==> config.mk <==
export PLATFORM = sky130hd
export DESIGN_NAME = trig_stream
export DESIGN_NICKNAME = d
export VERILOG_FILES = /design/src/rtl/trig_stream_pkg.sv /design/src/rtl/trig_rec_fifo.sv /design/src/rtl/trig_stream.sv
export SDC_FILE = /design/constraint.sdc
export NUM_CORES = 1
export LEC_CHECK = 0
export CAP_MARGIN = 20
export CORE_MARGIN = 8
export CORE_UTILIZATION = 48
export CTS_CLUSTER_DIAMETER = 30
export CTS_CLUSTER_SIZE = 30
export DETAILED_ROUTE_END_ITERATION = 16
export PLACE_DENSITY_LB_ADDON = 0.3
export SLEW_MARGIN = 15
export SYNTH_ARGS = -nofsm -noshare
export SYNTH_HDL_FRONTEND = slang
export SYNTH_HIERARCHICAL = 1
export SYNTH_SLANG_ARGS = --single-unit
==> constraint.sdc <==
create_clock -name clk -period 7.5 [get_ports clk]
set_input_delay 1.125 -clock clk [delete_from_list [all_inputs] [get_ports clk]]
set_output_delay 1.125 -clock clk [all_outputs]
set_load 0.02 [all_outputs]
==> src/rtl/trig_stream_pkg.sv <==
// Shared constants, FSM state type and record-to-word packing for trig_stream.
// The TRL state exists only when TRIG_STREAM_TRAILER_EN is defined.
package trig_stream_pkg;

   localparam int TRIG_W = 18;
   localparam int TIME_W = 36;
   localparam int WORD_W = 16;
   localparam int REC_W  = 55;

   // Record layout {ovf, trignum, timenum} and the word split points
   localparam int REC_OVF_BIT = 54;
   localparam int REC_TN_LSB  = 36;
   localparam int W0_TN_LSB   = 6;
   localparam int W1_TM_LSB   = 26;
   localparam int W2_TM_LSB   = 10;

   localparam logic [3:0] TAG_DEFAULT = 4'hF;

`ifdef TRIG_STREAM_TRAILER_EN
   typedef enum logic [2:0] {
      ST_IDLE = 3'd0, ST_LOAD = 3'd1, ST_W0 = 3'd2, ST_W1 = 3'd3,
      ST_W2 = 3'd4, ST_W3 = 3'd5, ST_TRL = 3'd6
   } state_t;
`else
   typedef enum logic [2:0] {
      ST_IDLE = 3'd0, ST_LOAD = 3'd1, ST_W0 = 3'd2, ST_W1 = 3'd3,
      ST_W2 = 3'd4, ST_W3 = 3'd5
   } state_t;
`endif

   // Returns {W0, W1, W2, W3} for one record.
   function automatic logic [4*WORD_W-1:0] rec_words(
      input logic [REC_W-1:0] rec,
      input logic [3:0]       tag,
      input logic [4:0]       chan
   );
      logic [TRIG_W-1:0] tn;
      logic [TIME_W-1:0] tm;
      logic              ovf;
      tn  = rec[REC_TN_LSB +: TRIG_W];
      tm  = rec[TIME_W-1:0];
      ovf = rec[REC_OVF_BIT];
      return {tag, tn[TRIG_W-1:W0_TN_LSB],
              tn[W0_TN_LSB-1:0], tm[TIME_W-1:W1_TM_LSB],
              tm[W1_TM_LSB-1:W2_TM_LSB],
              tm[W2_TM_LSB-1:0], ovf, chan};
   endfunction

endpackage

==> src/rtl/trig_rec_fifo.sv <==
// Single-clock record FIFO with occupancy count; head entry visible on rd_data.
module trig_rec_fifo #(
   parameter int DEPTH_LOG2 = 3,
   parameter int WIDTH      = 55
) (
   input  logic                  clk,
   input  logic                  reset_n,
   input  logic                  wr_en,
   input  logic [WIDTH-1:0]      wr_data,
   input  logic                  rd_en,
   output logic [WIDTH-1:0]      rd_data,
   output logic [DEPTH_LOG2:0]   count
);
   localparam int DEPTH = 1 << DEPTH_LOG2;
   localparam logic [DEPTH_LOG2:0]   FULL_CNT = {1'b1, {DEPTH_LOG2{1'b0}}};
   localparam logic [DEPTH_LOG2:0]   ZERO_CNT = {(DEPTH_LOG2+1){1'b0}};
   localparam logic [DEPTH_LOG2:0]   ONE_CNT  = {{DEPTH_LOG2{1'b0}}, 1'b1};
   localparam logic [DEPTH_LOG2-1:0] ONE_PTR  = {{(DEPTH_LOG2-1){1'b0}}, 1'b1};

   logic [WIDTH-1:0]      mem_r [DEPTH];
   logic [DEPTH_LOG2-1:0] wr_ptr_r;
   logic [DEPTH_LOG2-1:0] rd_ptr_r;
   logic [DEPTH_LOG2:0]   count_r;
   logic                  do_wr_s;
   logic                  do_rd_s;

   assign do_wr_s = wr_en && (count_r != FULL_CNT);
   assign do_rd_s = rd_en && (count_r != ZERO_CNT);
   assign rd_data = mem_r[rd_ptr_r];
   assign count   = count_r;

   // Storage array write port
   always_ff @(posedge clk) begin
      if (do_wr_s) begin
         mem_r[wr_ptr_r] <= wr_data;
      end
   end

   // Pointers and occupancy
   always_ff @(posedge clk or negedge reset_n) begin
      if (!reset_n) begin
         wr_ptr_r <= {DEPTH_LOG2{1'b0}};
         rd_ptr_r <= {DEPTH_LOG2{1'b0}};
         count_r  <= ZERO_CNT;
      end else begin
         if (do_wr_s) begin
            wr_ptr_r <= wr_ptr_r + ONE_PTR;
         end
         if (do_rd_s) begin
            rd_ptr_r <= rd_ptr_r + ONE_PTR;
         end
         case ({do_wr_s, do_rd_s})
            2'b10:   count_r <= count_r + ONE_CNT;
            2'b01:   count_r <= count_r - ONE_CNT;
            default: count_r <= count_r;
         endcase
      end
   end

endmodule

==> src/rtl/trig_stream.sv <==
// Captures trigger/time records on ready and streams each as 16-bit words on a valid/ack port.
// Define TRIG_STREAM_TRAILER_EN to append a fifth XOR-check word to every record.
module trig_stream
   import trig_stream_pkg::*;
#(
   parameter int         DEPTH_LOG2 = 3,
   parameter logic [4:0] CHAN_ID    = 5'd0,
   parameter logic [3:0] TAG        = TAG_DEFAULT
) (
   input  logic                  clk,
   input  logic                  reset_n,
   input  logic                  ready,
   input  logic [TRIG_W-1:0]     trignum,
   input  logic [TIME_W-1:0]     timenum,
   output logic [WORD_W-1:0]     out_data,
   output logic                  out_valid,
   input  logic                  out_ack,
   output logic [DEPTH_LOG2:0]   fifo_count,
   output logic [15:0]           lost_cnt,
   output logic                  busy
);
   localparam logic [DEPTH_LOG2:0] FULL_CNT = {1'b1, {DEPTH_LOG2{1'b0}}};
   localparam logic [DEPTH_LOG2:0] ZERO_CNT = {(DEPTH_LOG2+1){1'b0}};
   localparam logic [DEPTH_LOG2:0] ONE_CNT  = {{DEPTH_LOG2{1'b0}}, 1'b1};

   state_t                state_r;
   state_t                state_next_s;
   logic [REC_W-1:0]      hold_r;
   logic [REC_W-1:0]      hold_next_s;
   logic [REC_W-1:0]      head_s;
   logic                  ovf_pend_r;
   logic [15:0]           lost_cnt_r;
   logic [WORD_W-1:0]     out_data_r;
   logic [WORD_W-1:0]     out_data_next_s;
   logic                  out_valid_r;
   logic                  out_valid_next_s;
   logic                  busy_r;
   logic                  full_s;
   logic                  push_s;
   logic                  drop_s;
   logic                  pop_s;
   logic                  fire_s;
   logic [DEPTH_LOG2:0]   count_s;
   logic [DEPTH_LOG2:0]   count_next_s;
   logic [4*WORD_W-1:0]   words_s;

   // Full is judged on the registered count, so a push coinciding with LOAD at full still drops
   assign full_s = (count_s == FULL_CNT);
   assign push_s = ready & ~full_s;
   assign drop_s = ready & full_s;
   assign pop_s  = (state_r == ST_LOAD);
   assign fire_s = out_valid_r & out_ack;

   assign out_data   = out_data_r;
   assign out_valid  = out_valid_r;
   assign fifo_count = count_s;
   assign lost_cnt   = lost_cnt_r;
   assign busy       = busy_r;

   trig_rec_fifo #(
      .DEPTH_LOG2 (DEPTH_LOG2),
      .WIDTH      (REC_W)
   ) u_fifo (
      .clk     (clk),
      .reset_n (reset_n),
      .wr_en   (push_s),
      .wr_data ({ovf_pend_r, trignum, timenum}),
      .rd_en   (pop_s),
      .rd_data (head_s),
      .count   (count_s)
   );

   // Serialiser next-state
   always_comb begin
      state_next_s = state_r;
      case (state_r)
         ST_IDLE: begin
            if (count_s != ZERO_CNT) begin
               state_next_s = ST_LOAD;
            end else begin
               state_next_s = ST_IDLE;
            end
         end
         ST_LOAD: state_next_s = ST_W0;
         ST_W0:   state_next_s = fire_s ? ST_W1 : ST_W0;
         ST_W1:   state_next_s = fire_s ? ST_W2 : ST_W1;
         ST_W2:   state_next_s = fire_s ? ST_W3 : ST_W2;
`ifdef TRIG_STREAM_TRAILER_EN
         ST_W3:   state_next_s = fire_s ? ST_TRL : ST_W3;
         ST_TRL:  state_next_s = fire_s ? ST_IDLE : ST_TRL;
`else
         ST_W3:   state_next_s = fire_s ? ST_IDLE : ST_W3;
`endif
         default: state_next_s = ST_IDLE;
      endcase
   end

   // Next output word, taken from the record the FSM will hold after this edge
   always_comb begin
      hold_next_s      = pop_s ? head_s : hold_r;
      words_s          = rec_words(hold_next_s, TAG, CHAN_ID);
      out_data_next_s  = {WORD_W{1'b0}};
      out_valid_next_s = 1'b1;
      case (state_next_s)
         ST_W0: out_data_next_s = words_s[63:48];
         ST_W1: out_data_next_s = words_s[47:32];
         ST_W2: out_data_next_s = words_s[31:16];
         ST_W3: out_data_next_s = words_s[15:0];
`ifdef TRIG_STREAM_TRAILER_EN
         ST_TRL: out_data_next_s = words_s[63:48] ^ words_s[47:32] ^
                                   words_s[31:16] ^ words_s[15:0];
`endif
         default: begin
            out_data_next_s  = {WORD_W{1'b0}};
            out_valid_next_s = 1'b0;
         end
      endcase
   end

   // Occupancy after this edge, used for the registered busy flag
   always_comb begin
      count_next_s = count_s;
      if (push_s && !pop_s) begin
         count_next_s = count_s + ONE_CNT;
      end else if (pop_s && !push_s) begin
         count_next_s = count_s - ONE_CNT;
      end else begin
         count_next_s = count_s;
      end
   end

   // State, holding register, overflow tracking and registered outputs
   always_ff @(posedge clk or negedge reset_n) begin
      if (!reset_n) begin
         state_r     <= ST_IDLE;
         hold_r      <= {REC_W{1'b0}};
         ovf_pend_r  <= 1'b0;
         lost_cnt_r  <= 16'h0000;
         out_data_r  <= {WORD_W{1'b0}};
         out_valid_r <= 1'b0;
         busy_r      <= 1'b0;
      end else begin
         state_r     <= state_next_s;
         hold_r      <= hold_next_s;
         out_data_r  <= out_data_next_s;
         out_valid_r <= out_valid_next_s;
         busy_r      <= (count_next_s != ZERO_CNT) || (state_next_s != ST_IDLE);
         if (push_s) begin
            ovf_pend_r <= 1'b0;
         end else if (drop_s) begin
            ovf_pend_r <= 1'b1;
         end
         if (drop_s && (lost_cnt_r != 16'hFFFF)) begin
            lost_cnt_r <= lost_cnt_r + 16'd1;
         end
      end
   end

endmodule

# [After elaboration in Yosys (flattened, before gate mapping)]
# Memories as Yosys holds them, arrays and structs flattened.
# Index checks and enable logic that the tools add are counted.
[totals] regBits=103 latch_bits=0 ramBits=440 romBits=0 in_bits=58 out_inout_bits=38 word_cells=65 memories=1
[mem_list] name="u_fifo.mem_r" depth=8 word_bits=55 rd=1 rd_clocked_by_memory_dff=0 write_ports=1 line="trig_rec_fifo.sv:20" source="logic [WIDTH-1:0] mem_r [DEPTH];"
[classes] n_addsub=5 multipliers=0 div=0 n_lt_le_gt_ge=0 eq_ne=14 shifts=0 muxes=16 bitwise_logic=4 reduce_logical=15
[op_table] op="$pmux W16 S4" n=1
[op_table] op="$mux W55" n=1
[op_table] op="$pmux W3 S6" n=1
[op_table] op="$add A16 B1 Y16 const B" n=1
[op_table] op="$ne A16 B16 Y1 const B" n=1
[op_table] op="$eq A3 B2 Y1 const B" n=4
[op_table] op="$eq A3 B3 Y1 const B" n=4
[op_table] op="$mux W1" n=8
[op_table] op="$mux W4" n=2
[op_table] op="$pmux W4 S2" n=1
[op_table] op="$reduce_bool A4 Y1" n=2
[op_table] op="$add A3 B1 Y3 const B" n=2
[op_table] op="$mux W3" n=2
[op_table] op="$logic_and A1 B1 Y1" n=5
[op_table] op="$add A4 B1 Y4 const B" n=1
[op_table] op="$eq A4 B4 Y1 const B" n=1
[op_table] op="$ne A4 B4 Y1 const B" n=1
[op_table] op="$reduce_bool A2 Y1" n=2
[op_table] op="$reduce_or A4 Y1" n=1
[op_table] op="$sub A4 B1 Y4 const B" n=1
[op_table] op="$and A1 B1 Y1" n=3
[op_table] op="$eq A3 B1 Y1 const B" n=1
[op_table] op="$logic_not A3 Y1" n=1
[op_table] op="$reduce_bool A3 Y1" n=1
[op_table] op="5 further kinds" n=6

# [Depth between registers and ports, before layout]
# Gate-level depths: netlist of the first run.
[depth] depth_word=9 depth_mapped=12 mapped_depth_nobuf=9

# [Hierarchy]
# Netlist of the first run, hierarchy kept.
[by_module_without_submodules] module="trig_rec_fifo" instances=1 cells_per_inst=700 area_each_um2=17130.2 seq_area_each_um2=13462.9
[by_module_without_submodules] module="trig_stream" instances=1 cells_per_inst=401 area_each_um2=4585.6 seq_area_each_um2=2327.2

# [Worst setup path before layout of the first run]
# OpenSTA, ideal clock, no wires.
[synth_timing] path_type="in2reg" startpoint="in ready" endpoint="mem u_fifo.mem_r[1][0], enable pin" t_arrival_ns=5.391 slack_ns=1.574 cell_stages=4 cell_sequence="inv_1 a31oi_1 nand3_1 nor3_1"
[synth_between] elab_chain_len=4
[synth_rtl] element="start, declared" line="trig_stream.sv:12" source="input logic ready,"
[synth_rtl] element="$and A1 B1 Y1" line="trig_stream.sv:49" source="assign push_s = ready & ~full_s;"
[synth_rtl] element="net push_s" line="trig_stream.sv:39" source="logic push_s;"
[synth_rtl] element="$logic_and A1 B1 Y1" line="trig_rec_fifo.sv:27" source="assign do_wr_s = wr_en && (count_r != FULL_CNT);"
[synth_rtl] element="$mux W1" line="trig_rec_fifo.sv:34" source="if (do_wr_s) begin"
[synth_rtl] element="$mux W1 (not written as such)" line="trig_rec_fifo.sv:35" source="mem_r[wr_ptr_r] <= wr_data;"
[synth_rtl] element="end, declared" line="trig_rec_fifo.sv:20"
# The timed path passes the listed nets, and every way through them passes these cells.

# [Worst setup path in the final report of the first run]
[layout_timing] startpoint="in ready" endpoint="mem u_fifo.mem_r[7][36], enable pin"
# Same word-level chain as after synthesis.

==> run summary, run 1 <==
total setup violations reported at the end of the flow -> 0
most numerous cell in the Yosys netlist -> edfxtp_1
initial core utilization -> 0.483
layout net count -> 1,325
Hold Buf Count CTS -> 0
number of hold violations in the final report -> 0
path length in cells of the critical path -> 6
cell type group with the largest total delay on the critical path -> simple AND/OR/NAND/NOR gates
routing layer with the top usage in global route -> met2
GR Overflow Total -> 0
Clock Tree Buf Depth -> 3
cell with the largest stage delay on the worst path -> nor2_4
average instance area after synthesis -> 19.7 µm²
post-detailed-route wirelength per cell -> 23.2 µm
nature of the critical path endpoint -> flop
Max rail drop VDD -> 0.278 mV
number of placement rows -> 78
input/output buffers -> 95
net switching component of the power -> 3370 µW
synth top area cells -> edfxtp_1 (61%), dfrtp_1 (12%), mux4_2 (11%)
core box area -> 45,000 µm²
pins over their slew limit -> 0
setup ws final -> 3620 ps
Max-slew headroom -> 0.279
setup slack of the worst register-to-register path -> 3840 ps
placed wire-length estimate -> 26.2 mm
x dimension of the die -> 229 µm
worst slack after detailed placement -> 2940 ps
share of the yosys chip area belonging to registers -> 0.727
ys async rst share -> 0.190
largest net degree at the start of global routing -> 67
Antenna diodes -> 0
total via count in the routed design -> 11,000
post-route DRC violation count -> 0
global-route track usage on met2 -> 0.282
proportion of power drawn by combinational gates -> 0.244
Crit path required time -> 7750 ps
area added between synthesis and finish -> 23.0%
initial antenna violation count -> 1
timing-limited maximum frequency -> 258 MHz
worst clock skew -> 21.7 ps
Switching Share -> 0.290
buffers and inverters on the worst path -> 3
sink count of the clock tree -> 543
post-CTS setup buffer count -> 0
aggregate negative setup slack -> 0 ps
Tmin final -> 3880 ps
power density cells -> 435 nW/µm²
status -> finished, final reports clean
flip-flop and latch count after synthesis -> 543
total clock buffers created by CTS -> 101
largest stage delay on the critical path -> 940 ps
wire length of the first global-routing pass -> 70.2 mm
final RePlAce weighted congestion -> 0.808
die span in y -> 229 µm
maximum fanout encountered on the critical timing path -> 28
area of the die -> 52,300 µm²
cell type with the highest aggregate area in the netlist -> edfxtp_1
met3 routing resource usage after global routing -> 0.0416
layout cells sized above 1 -> 0.321
starting DRC count in detailed routing -> 984
number of top-level pins -> 96
post-route worst hold slack -> 482 ps
Synthesized Nets -> 1,169
share of the synthesized area in the top cell type -> 0.608
H-tree levels -> 3
max-capacitance violation count -> 0
critical path arrival -> 4130 ps
via density per instance -> 5.65
Critical Path Start Type -> input pin
TritonCTS clock tree -> yes
met1 capacity usage during global routing -> 0.230
sequential share of power -> 0.376
Synth Cell Area -> 21,700 µm²
power consumption -> 11,600 µW
number of fill cells -> 3,192
post-cts gate resize count -> 0
root buffer cell -> clkbuf_16
Initial DRT Pass Iterations -> 5
number of instances in the synthesized netlist -> 1,101
remaining antenna violation count -> 0
vias in the first global route -> 11,600
Worst Path Class, Setup -> input pin to flop
Clock Power Share -> 0.380
final wirelength -> 45.1 mm
reg2reg path depth -> 6
cell-internal power -> 8240 µW
setup repair after global routing missed its margin -> false
Final Cycle Share -> 0.517
critical path cell sequence -> clkdlybuf4s50_1 > inv_1 > a31oi_1 > nand3_1 > nor2_4 > buf_4
transition time at the pin with the least slew margin -> 1080 ps
list of most frequent post-synthesis cells -> edfxtp_1 (440), mux2_2 (112), mux4_2 (110), dfrtp_1 (103)
Netlist cell types -> 59
Reg clk slew, reported paths -> 50 ps
Leak Pwr -> 0.00920 µW
Global Route Usage Sum -> 0.173
HP Class -> input pin to asynchronous set/reset pin
Worst-Skew Late Latency -> 610 ps
primary flip-flop cell chosen by synthesis mapping -> edfxtp_1
yosys warns -> 6
number of enable flip-flop cells after synthesis -> 440
[area by class of cell]
class                   count  area (µm²)  share of cell area
clock inverters            73         782              0.0293
repair buffers            114        1130              0.0423
inverters                  16        60.1             0.00225
well taps                 600         751              0.0281
flip-flops and latches    543       15800               0.591
multi-input cells         481        5580               0.209
clock buffers             114        2620              0.0980
[cells by family after synthesis]
| group | synth area share |
|---|---|
| adders and majority gates | 0.00795 |
| AOI/OAI and AO/OA | 0.0290 |
| buffers and inverters | 0.0188 |
| DFF | 0.727 |
| and+or+nand+nor | 0.0335 |
| muxes | 0.175 |
| xor gates and xnor gates | 0.00847 |
[layer usage]
layer	wire, µm	share of wire
met1	18900	0.42
met2	22400	0.50
met3	2810	0.062
met4	945	0.021
met5	0	0
[power groups by stage]
stage               Combinational (µW)  Clock (µW)  Sequential (µW)
floorplan                         2140           0             4220
finish                            2830        4420             4370
global route                      3060        4640             4430
global placement                  2790           0             4400
CTS                               2860        4490             4370
detailed placement                2840           0             4420
[sequential cells by signal, summed over array words and instances, names as in the netlist]
signal	cells
out_valid	1
busy	1
hold_r	55
u_fifo/rd_ptr_r	3
ovf_pend_r	1
u_fifo/mem_r	440
u_fifo/wr_ptr_r	3
lost_cnt	16
out_data	16
u_fifo/count	4
state_r	3
[cell usage in the layout (no fill, tap or decap), types with 4 or more instances in the layout]
cell             instances
inv_6                   13
a21boi_0                 5
nor3_1                   6
maj3_1                   4
nand3_1                 14
dfrtp_1                100
mux2_2                 112
clkinvlp_4              13
clkdlybuf4s50_1         94
nor3b_1                 10
a221o_1                 10
a21oi_1                 15
and3_1                  11
nor2_4                   6
bufinv_16               11
clkbuf_16              103
o21ai_0                 20
o22ai_1                  8
clkbuf_1                11
a211oi_1                 7
nor2_1                   9
buf_4                   18
clkinv_1                 9
ha_1                     9
clkinv_4                 8
xnor2_1                  8
nor2b_1                  4
a22oi_1                 14
nand4_1                  7
nor4_1                   6
edfxtp_1               440
xor2_1                  13
mux2i_1                  5
mux4_2                 110
clkinv_2                14
nand2b_1                 7
nand2_1                 26
inv_1                   15
[worst paths after layout]
kind	startpoint	to
max in group asynchronous	reset_n	u_fifo/rd_ptr_r[0]$_DFFE_PN0P_
min	reset_n	hold_r[42]$_DFF_PN0_
min reg2reg	lost_cnt[15]$_DFFE_PN0P_	lost_cnt[15]$_DFFE_PN0P_
max	ready	u_fifo/mem_r[7][36]$_DFFE_PP_
max reg2reg	u_fifo/count[0]$_DFFE_PN0P_	u_fifo/mem_r[7][36]$_DFFE_PP_
min in group clk	lost_cnt[15]$_DFFE_PN0P_	lost_cnt[15]$_DFFE_PN0P_
[stage by stage]
stage,instances,utilization,area (µm²)
after floorplan,1101,-,21700
after global placement,1752,0.517,23300
after detailed placement,1752,0.517,23300
after CTS,1939,0.593,26700
after global routing,1941,0.594,26700
final,1941,0.594,26700
No activity file was read; power rests on OpenSTA's default activity.
==> run 2: changes to the inputs <==
- clock period: 7.5 -> 3.8 ns (I/O delays scaled with it)
==> run 2 against run 1 <==
Effect of this change:
- sequential share of layout area down 0.85 points
- clock power up 110%
- sequential cell count unchanged
- first-iteration DRC count down 13%
- cell count up 1.2%
- wire length up 0.78%
- count of clock-buffer cells in the layout up 17
- setup slack worse by 3100 ps
- combinational power up 100%
- final area up 1.5%
- utilization up 0.86 points
- largest power group unchanged
==> run summary, run 2 (synthesized netlist as in run 1, its figures left out) <==
status -> finished, final reports clean
final wirelength -> 45.5 mm
Tmin final -> 3270 ps
nature of the critical path endpoint -> flop
register bank with the most flops -> u_fifo/mem_r
timing-limited maximum frequency -> 306 MHz
Initial DRT Pass Iterations -> 6
worst clock skew -> 18.3 ps
CP startpoint -> u_fifo/count[0]$_DFFE_PN0P_
Reg clk slew, reported paths -> 50 ps
number of flip-flops in the largest register -> 440
largest net degree at the start of global routing -> 63
Placed Area -> 23,400 µm²
area of the die -> 52,300 µm²
GR Overflow Total -> 0
root buffer cell -> clkbuf_16
power density cells -> 869 nW/µm²
area added between synthesis and finish -> 24.8%
startpoint of the tightest hold check path -> lost_cnt[10]$_DFFE_PN0P_
cell area after layout -> 27,100 µm²
number of placement rows -> 78
initial antenna violation count -> 1
most common cell after layout, fill and taps aside -> edfxtp_1
Clock Tree Buf Depth -> 3
HP Class -> flop to flop
critical path arrival -> 3750 ps
wire length of the first global-routing pass -> 70.6 mm
x dimension of the die -> 229 µm
Leak Pwr -> 0.00939 µW
Crit path required time -> 4270 ps
total setup violations reported at the end of the flow -> 0
Max rail drop VDD -> 0.429 mV
placed wire-length estimate -> 26.2 mm
post-detailed-route wirelength per cell -> 23.1 µm
setup repair after global routing missed its margin -> false
final standard cell utilization of the core -> 0.603
via density per instance -> 5.61
post-route DRC violation count -> 0
TritonCTS clock tree -> yes
number of fill cells -> 3,190
core box area -> 45,000 µm²
final RePlAce weighted congestion -> 0.789
top library cells by usage in the layout, fill and taps aside -> edfxtp_1 (440), mux2_2 (112), mux4_2 (110), clkbuf_16 (109), dfrtp_1 (100)
Final Cycle Share -> 0.861
H-tree levels -> 3
maximum fanout encountered on the critical timing path -> 12
Worst Path Class, Setup -> flop to flop
layout cells sized above 1 -> 0.327
vias in the first global route -> 11,700
die span in y -> 229 µm
Critical Path Start Type -> flop
beginning of the worst register-to-register path -> u_fifo/count[0]$_DFFE_PN0P_
starting DRC count in detailed routing -> 857
post-route worst hold slack -> 492 ps
Cell Count Post-Placement -> 1,763
number of top-level pins -> 96
Regs by FF count -> u_fifo/mem_r: 440 flops, hold_r: 55 flops
pins over their slew limit -> 0
input/output buffers -> 95
remaining antenna violation count -> 0
initial core utilization -> 0.483
final instance count without filler cells -> 1,964
sink count of the clock tree -> 543
Max-slew headroom -> 0.409
Global Route Usage Sum -> 0.175
Worst-Skew Late Latency -> 620 ps
transition time at the pin with the least slew margin -> 886 ps
sequential cell area -> 15,800 µm²
number of hold violations in the final report -> 0
total clock buffers created by CTS -> 107
combined area of the multi-input logic cells -> 5590 µm²
total via count in the routed design -> 11,000
layout net count -> 1,341
max-capacitance violation count -> 0
[run 2: changes by cell type in the layout (fill, tap and decap cells not counted), sizes merged]
| cell | delta |
|---|---|
| clkbuf | +17 |
| buf | +9 |
| inv | -6 |
| bufinv | +2 |
| clkinv | -1 |
| diode | +1 |
| dlygate4sd3 | +1 |
[run 2: where the power goes]
part / total (µW) / internal (µW) / switching [µW]
combinational: 5710 / 2880 / 2820
sequential: 8580 / 7710 / 871
clock: 9260 / 6290 / 2960
[run 2: path summary, 6_finish.rpt]
| check | depth (start not counted) | slack [ps] | to |
|---|---|---|---|
| max | 9 | 530 | u_fifo/count[3]$_DFFE_PN0P_ |
| min | 1 | 490 | lost_cnt[10]$_DFFE_PN0P_ |
| max reg2reg | 9 | 530 | u_fifo/count[3]$_DFFE_PN0P_ |
| min reg2reg | 1 | 490 | lost_cnt[10]$_DFFE_PN0P_ |
| max in group asynchronous | 3 | 2360 | u_fifo/rd_ptr_r[0]$_DFFE_PN0P_ |
| min in group asynchronous | 2 | 510 | hold_r[54]$_DFF_PN0_ |
[run 2: metrics by stage]
step | total power [µW] | setup TNS [ps] | worst slack [ps]
floorplan | 12500 | -197380 | -506
global placement | 14300 | 0 | 406
detailed placement | 14400 | 0 | 328
CTS | 23800 | 0 | 546
global route | 24600 | 0 | 343
finish | 23500 | 0 | 528
[run 2: layout make-up]
type / count / area share
Antenna cell: 1 / 0.0000923
Clock buffer: 131 / 0.107
Clock inverter: 68 / 0.0273
Inverter: 16 / 0.00222
Multi-Input combinational cell: 481 / 0.206
Sequential cell: 543 / 0.583
Tap cell: 600 / 0.0277
Timing Repair Buffer: 124 / 0.0463
[run 2: timing repair]
item | CTS | global route
hold endpoints to repair | 43 | 0
buffers inserted | 0 | 0
hold buffers | 1 | 0
gates resized for setup | 0 | 0
[run 2: worst max-delay path: stages, from the launching register on]
cell      delay, ps
dfrtp_1         580
inv_1           190
ha_1            300
a31oi_1         340
nand2_1         180
ha_1            260
ha_1            340
or4b_2          680
o311ai_0        140
o211ai_1        130
[run 2: per-layer routing]
layer | global-route usage | vias up | routed length (µm)
li1 | - | 4873 | -
met1 | 0.222 | 5767 | 18600
met2 | 0.290 | 307 | 23200
met3 | 0.0511 | 71 | 2680
met4 | 0.0531 | 0 | 940
met5 | 0 | - | 0
==> run 3: changes to the inputs <==
- GPL_ROUTABILITY_DRIVEN: default -> 0
==> results of run 3 <==
The final DEF is identical to that of run 2; final timing and power are the same.
